### config.mk
export PLATFORM = sky130hd
export DESIGN_NAME = instruction_fetch
export DESIGN_NICKNAME = d
export VERILOG_FILES = /design/src/rtl/instruction_fetch_pkg.sv /design/src/rtl/pc_adder.sv /design/src/rtl/instruction_fetch.sv
export SDC_FILE = /design/constraint.sdc
export NUM_CORES = 1
export LEC_CHECK = 0
export BUFFER_PORTS_ARGS = -buffer_cell sky130_fd_sc_hd__buf_2
export CORE_UTILIZATION = 45
export CTS_CLUSTER_SIZE = 40
export DETAILED_ROUTE_END_ITERATION = 7
export PLACE_DENSITY = 0.69
export SLEW_MARGIN = 40
export SYNTH_ARGS = -nofsm -noshare
export SYNTH_HDL_FRONTEND = slang
export SYNTH_SLANG_ARGS = --single-unit
### constraint.sdc
create_clock -name clk -period 3.37 [get_ports clk]
set_input_delay 0.5055 -clock clk [delete_from_list [all_inputs] [get_ports clk]]
set_output_delay 0.5055 -clock clk [all_outputs]
set_load 0.05 [all_outputs]
### src/rtl/instruction_fetch_pkg.sv
// Shared widths, opcode field position, PC step and FSM state type for the fetch stage.
package instruction_fetch_pkg;

  localparam int unsigned PC_W       = 64;
  localparam int unsigned INSTR_W    = 32;
  localparam int unsigned OPCODE_W   = 11;
  localparam int unsigned OPCODE_MSB = 31;
  localparam int unsigned OPCODE_LSB = 21;

  localparam logic [PC_W-1:0] PC_INC = 64'd4;

  typedef enum logic [1:0] {
    StFetch,
    StHold,
    StDrain
  } fetch_state_e;

endpackage

### src/rtl/pc_adder.sv
// Sequential-PC incrementer: pc + 4, wrapping modulo 2^64.
module pc_adder
  import instruction_fetch_pkg::*;
(
  input  logic [PC_W-1:0] pc_i,
  output logic [PC_W-1:0] pc_o
);

  assign pc_o = pc_i + PC_INC;

endmodule

### src/rtl/instruction_fetch.sv
// Instruction fetch stage: issues reads to instruction memory, holds one fetched
// instruction for decode, and handles redirects including those that arrive while
// a read is still outstanding.
module instruction_fetch
  import instruction_fetch_pkg::*;
#(
  parameter logic [63:0] RESET_PC = 64'h0
) (
  input  logic                clk,
  input  logic                rst_n,
  output logic                imem_req,
  output logic [PC_W-1:0]     imem_addr,
  input  logic                imem_ack,
  input  logic [INSTR_W-1:0]  imem_rdata,
  input  logic                redirect_valid,
  input  logic [PC_W-1:0]     redirect_pc,
  output logic                out_valid,
  input  logic                out_ready,
  output logic [PC_W-1:0]     out_pc,
  output logic [INSTR_W-1:0]  out_instr,
  output logic [OPCODE_W-1:0] out_opcode
);

  fetch_state_e       state_q, state_d;
  logic [PC_W-1:0]    addr_q, addr_d;
  logic [PC_W-1:0]    pend_q, pend_d;
  logic               valid_q, valid_d;
  logic [PC_W-1:0]    out_pc_q, out_pc_d;
  logic [INSTR_W-1:0] out_instr_q, out_instr_d;
  // Keeps imem_req low during reset and until the first edge after release.
  logic               req_en_q, req_en_d;

  logic               ack;
  logic [PC_W-1:0]    pc_plus4;
  logic [PC_W-1:0]    rpc;

  pc_adder u_pc_adder (
    .pc_i (addr_q),
    .pc_o (pc_plus4)
  );

  assign imem_req   = req_en_q & (state_q != StHold);
  assign imem_addr  = addr_q;
  assign out_valid  = valid_q;
  assign out_pc     = out_pc_q;
  assign out_instr  = out_instr_q;
  assign out_opcode = out_instr_q[OPCODE_MSB:OPCODE_LSB];

  // An ack only counts while a request is actually on the bus.
  assign ack = imem_ack & imem_req;
  assign rpc = redirect_pc & ~64'h3;

  // Next-state: redirect beats everything, then ack, then decode handshake.
  always_comb begin
    state_d     = state_q;
    addr_d      = addr_q;
    pend_d      = pend_q;
    valid_d     = valid_q;
    out_pc_d    = out_pc_q;
    out_instr_d = out_instr_q;
    req_en_d    = 1'b1;

    unique case (state_q)
      StFetch: begin
        if (redirect_valid) begin
          valid_d = 1'b0;
          // With no read outstanding (acked now, or none issued yet) retarget directly.
          if (ack || !req_en_q) begin
            addr_d = rpc;
          end else begin
            pend_d  = rpc;
            state_d = StDrain;
          end
        end else if (ack) begin
          out_instr_d = imem_rdata;
          out_pc_d    = addr_q;
          valid_d     = 1'b1;
          addr_d      = pc_plus4;
          state_d     = StHold;
        end
      end
      StHold: begin
        if (redirect_valid) begin
          valid_d = 1'b0;
          addr_d  = rpc;
          state_d = StFetch;
        end else if (out_ready) begin
          valid_d = 1'b0;
          state_d = StFetch;
        end
      end
      StDrain: begin
        valid_d = 1'b0;
        if (redirect_valid) begin
          if (ack) begin
            addr_d  = rpc;
            state_d = StFetch;
          end else begin
            pend_d = rpc;
          end
        end else if (ack) begin
          addr_d  = pend_q;
          state_d = StFetch;
        end
      end
      default: state_d = StFetch;
    endcase
  end

  // State registers with asynchronous active-low reset.
  always_ff @(posedge clk or negedge rst_n) begin
    if (!rst_n) begin
      state_q     <= StFetch;
      addr_q      <= RESET_PC;
      pend_q      <= '0;
      valid_q     <= 1'b0;
      out_pc_q    <= '0;
      out_instr_q <= '0;
      req_en_q    <= 1'b0;
    end else begin
      state_q     <= state_d;
      addr_q      <= addr_d;
      pend_q      <= pend_d;
      valid_q     <= valid_d;
      out_pc_q    <= out_pc_d;
      out_instr_q <= out_instr_d;
      req_en_q    <= req_en_d;
    end
  end

endmodule

==> summary.txt <==
Yosys
  • Register area share after synthesis: 44.9%
  • Mapped cell area: 12400 um2
  • Number of synthesized register bits: 222
  • Post-synth EDFFs: 0
  • Post-synthesis cell type count: 72
  • Async set-reset flop share out of synthesis: 100%
  • Synth Instances: 1179
  • Synth warn: 0
  • Avg Inst Size Synth: 10.5 um2
  • Main flop type after synthesis: dfrtp_1

Worst setup path
  • Type of destination of the critical path: output port
  • Crit path required time: 2.86 ns
  • CP bufs+invs: 4
  • Critical path arrival: 2.38 ns
  • Crit Path Max Fanout: 30
  • CP Launch Type: register
  • Worst stage delay on the critical path: 0.47 ns
  • Most frequent CP cell: buf_4
  • CP cell instances: inv_1 > ha_2 > buf_4 > buf_4 > nor2b_1 > buf_2
  • Crit-path slowest cell: buf_4
  • Critical path class: register to output port
  • Family with the most delay on the worst path: buffers and inverters

STA
  • Max Clk Rate: 347 MHz
  • Period minus WS final: 2.88 ns
  • Worst Skew: 0.00673 ns
  • Period utilization: 85.6%
  • Worst Setup Slack, final: 0.485 ns
  • Hold Slack: -0.0309 ns
  • Setup violators final: 0
  • Sum of negative setup slack: 0 ns
  • Hold Vio Cnt, Final: 6
  • Max-slew headroom: 48.0%
  • Worst-margin pin slew: 0.773 ns
  • Slew Limit Fails: 0
  • RSZ-0062 raised after global routing: false

Die
  • I/O Pins: 274
  • Initial Utilization: 45.9%
  • Die footprint: 28200 um2
  • Die X-Extent: 168 um
  • FP Rows: 60
  • Die height: 168 um
  • Core Footprint: 27000 um2

Clocking
  • Clk buf depth: 3
  • Post-CTS Setup Repair Bufs: 0
  • Htree depth: 1
  • TritonCTS buffer count: 26
  • Clk_lat worst skew: 0.53 ns
  • CTS tree: built
  • Clk root buf: clkbuf_16
  • Post-cts repair resize count: 0
  • Hold_buf cts: 0
  • Clk slew on worst S/H paths: 0.06 ns
  • Clock sinks: 222

Global route
  • Initial antenna violation count: 8
  • Gr usage total: 26.6%
  • Vias in the first global route: 10724
  • First-pass GRT wire length: 59500 um
  • Gr ovfl total: 0
  • Largest net degree at the start of global routing: 85

Routing
  • Router iterations before antenna repair: 6
  • Avg WL per Cell: 21.2 um
  • Routed wl met2: 17300 um
  • Routed via count: 11138
  • Met3 Wirelength: 3440 um
  • Drt total wl: 37800 um
  • Vias per cell: 6.25
  • ANT nets after route: 0
  • WL met1: 15900 um
  • 1st-iter DRT viols: 899
  • Top Layer Used: met5
  • DRC Markers: 0

Run
  • Max_cap viols: 0

Power and ir drop
  • Worst vdd ir: 0.789 mV
  • Leakage Power: 6.50 nW
  • P per Cell Area: 1220 nW/um2
  • Total power: 0.0184 W

Placed design
  • Post-DP HPWL: 25900 um
  • Setup Slack @ Placement: 0.602 ns
  • RD Place Congestion: 0.981
  • IO buf count: 267
  • DP Area: 14100 um2

Status
  • Violated checks: negative hold slack
  • Status: finished, violations left

Finish
  • Area grow syn2layout: 21.6%
  • Commonest non-fill, non-tap cells in the layout: buf_2, dfrtp_1, mux2_2, nand2_1, a21oi_1
  • Post-Layout Inst Area: 15000 um2
  • # fillers: 2336
  • Proportion of layout cells with a drive suffix above 1: 39.4%
  • Nets@finish: 1522
  • Commonest non-fill, non-tap cell in the layout: buf_2

Min path
  • Worst Hold Class: primary input to asynchronous set/reset pin
-- synthesized netlist by cell type, types with 10 or more instances --
library cell  count  area [um2]
a21oi_1          79         395
nor3_1           16        80.1
mux2i_1          20         200
nand2_1          86         323
dfrtp_1         222        5560
or3_1            10        62.6
nor2_1           34         128
buf_4            15         113
buf_2            26         130
and3_1           10        62.6
a22o_1           10        87.6
nor4_1           30         188
a221oi_1         22         193
nand3b_1         10        75.1
mux2_2          179        2020
o21ai_0          29         145
a211oi_1         14         105
inv_1            21        78.8
a22oi_1          32         240
buf_1            17        63.8
clkbuf_1         45         169
o211ai_1         14         105
nand4_1          41         257
o31ai_1          21         158
nand3_1          31         155
-- cell type report --
class | instances | area, um2 | share of cell area, %
antenna | 9 | 22.5 | 0.150
clock buffer | 39 | 791 | 5.26
clock inverter | 6 | 85.1 | 0.566
inverter | 21 | 78.8 | 0.524
multi-input combinational | 836 | 6330 | 42.1
sequential | 222 | 5560 | 36.9
tap | 341 | 427 | 2.84
timing repair buffer | 309 | 1750 | 11.6
-- cell families (layout without fill, tap and decap cells) --
family	after synthesis	count (layout)	synth area share, %
AND/OR/NAND/NOR	317	317	14.4
flip-flops	222	222	44.9
adder cells (fa/ha/maj)	5	5	0.506
AO/OA/AOI/OAI	305	305	17.4
other	2	14	0.0607
multiplexers	199	199	17.9
XOR/XNOR	5	5	0.354
buffers and inverters	124	375	4.48
-- metal layers --
layer | track usage (%) | vias to the layer above
li1 | - | 5019
met1 | 36.1 | 5462
met2 | 42.1 | 576
met3 | 5.83 | 79
met4 | 9.09 | 2
met5 | 0 | -
-- metrics by stage --
stage	std cells	util, %
6_report	1783	55.8
3_3_place_gp	1729	52.4
3_5_place_dp	1729	52.5
4_1_cts	1774	55.7
2_1_floorplan	1182	-
5_1_grt	1780	55.8
-- sequential cells by signal, summed over array words and instances (netlist names) --
name,cells
out_instr,32
out_valid,1
state_q,2
imem_addr,62
out_pc,62
req_en_q,1
pend_q,62
-- path summary, 6_finish.rpt --
kind / start / end / slack, ns / cells past startpoint
max: state_q[1] / imem_req / 0.49 / 6
min: rst_n / out_instr[24] / -0.03 / 1
max reg2reg: imem_addr[2] / imem_addr[54] / 0.55 / 6
min reg2reg: out_pc[21] / out_pc[21] / 0.50 / 1
max in group asynchronous: rst_n / out_pc[40] / 2.62 / 2
min in group clk: imem_rdata[30] / out_instr[30] / 0.21 / 2
-- power breakdown --
group	switching (W)	leakage, nW	internal (W)
sequential	0.00137	2.67	0.00401
combinational	0.00692	3.41	0.00320
clock	0.00111	0.425	0.00176
No activity file was read; power rests on OpenSTA's default activity.
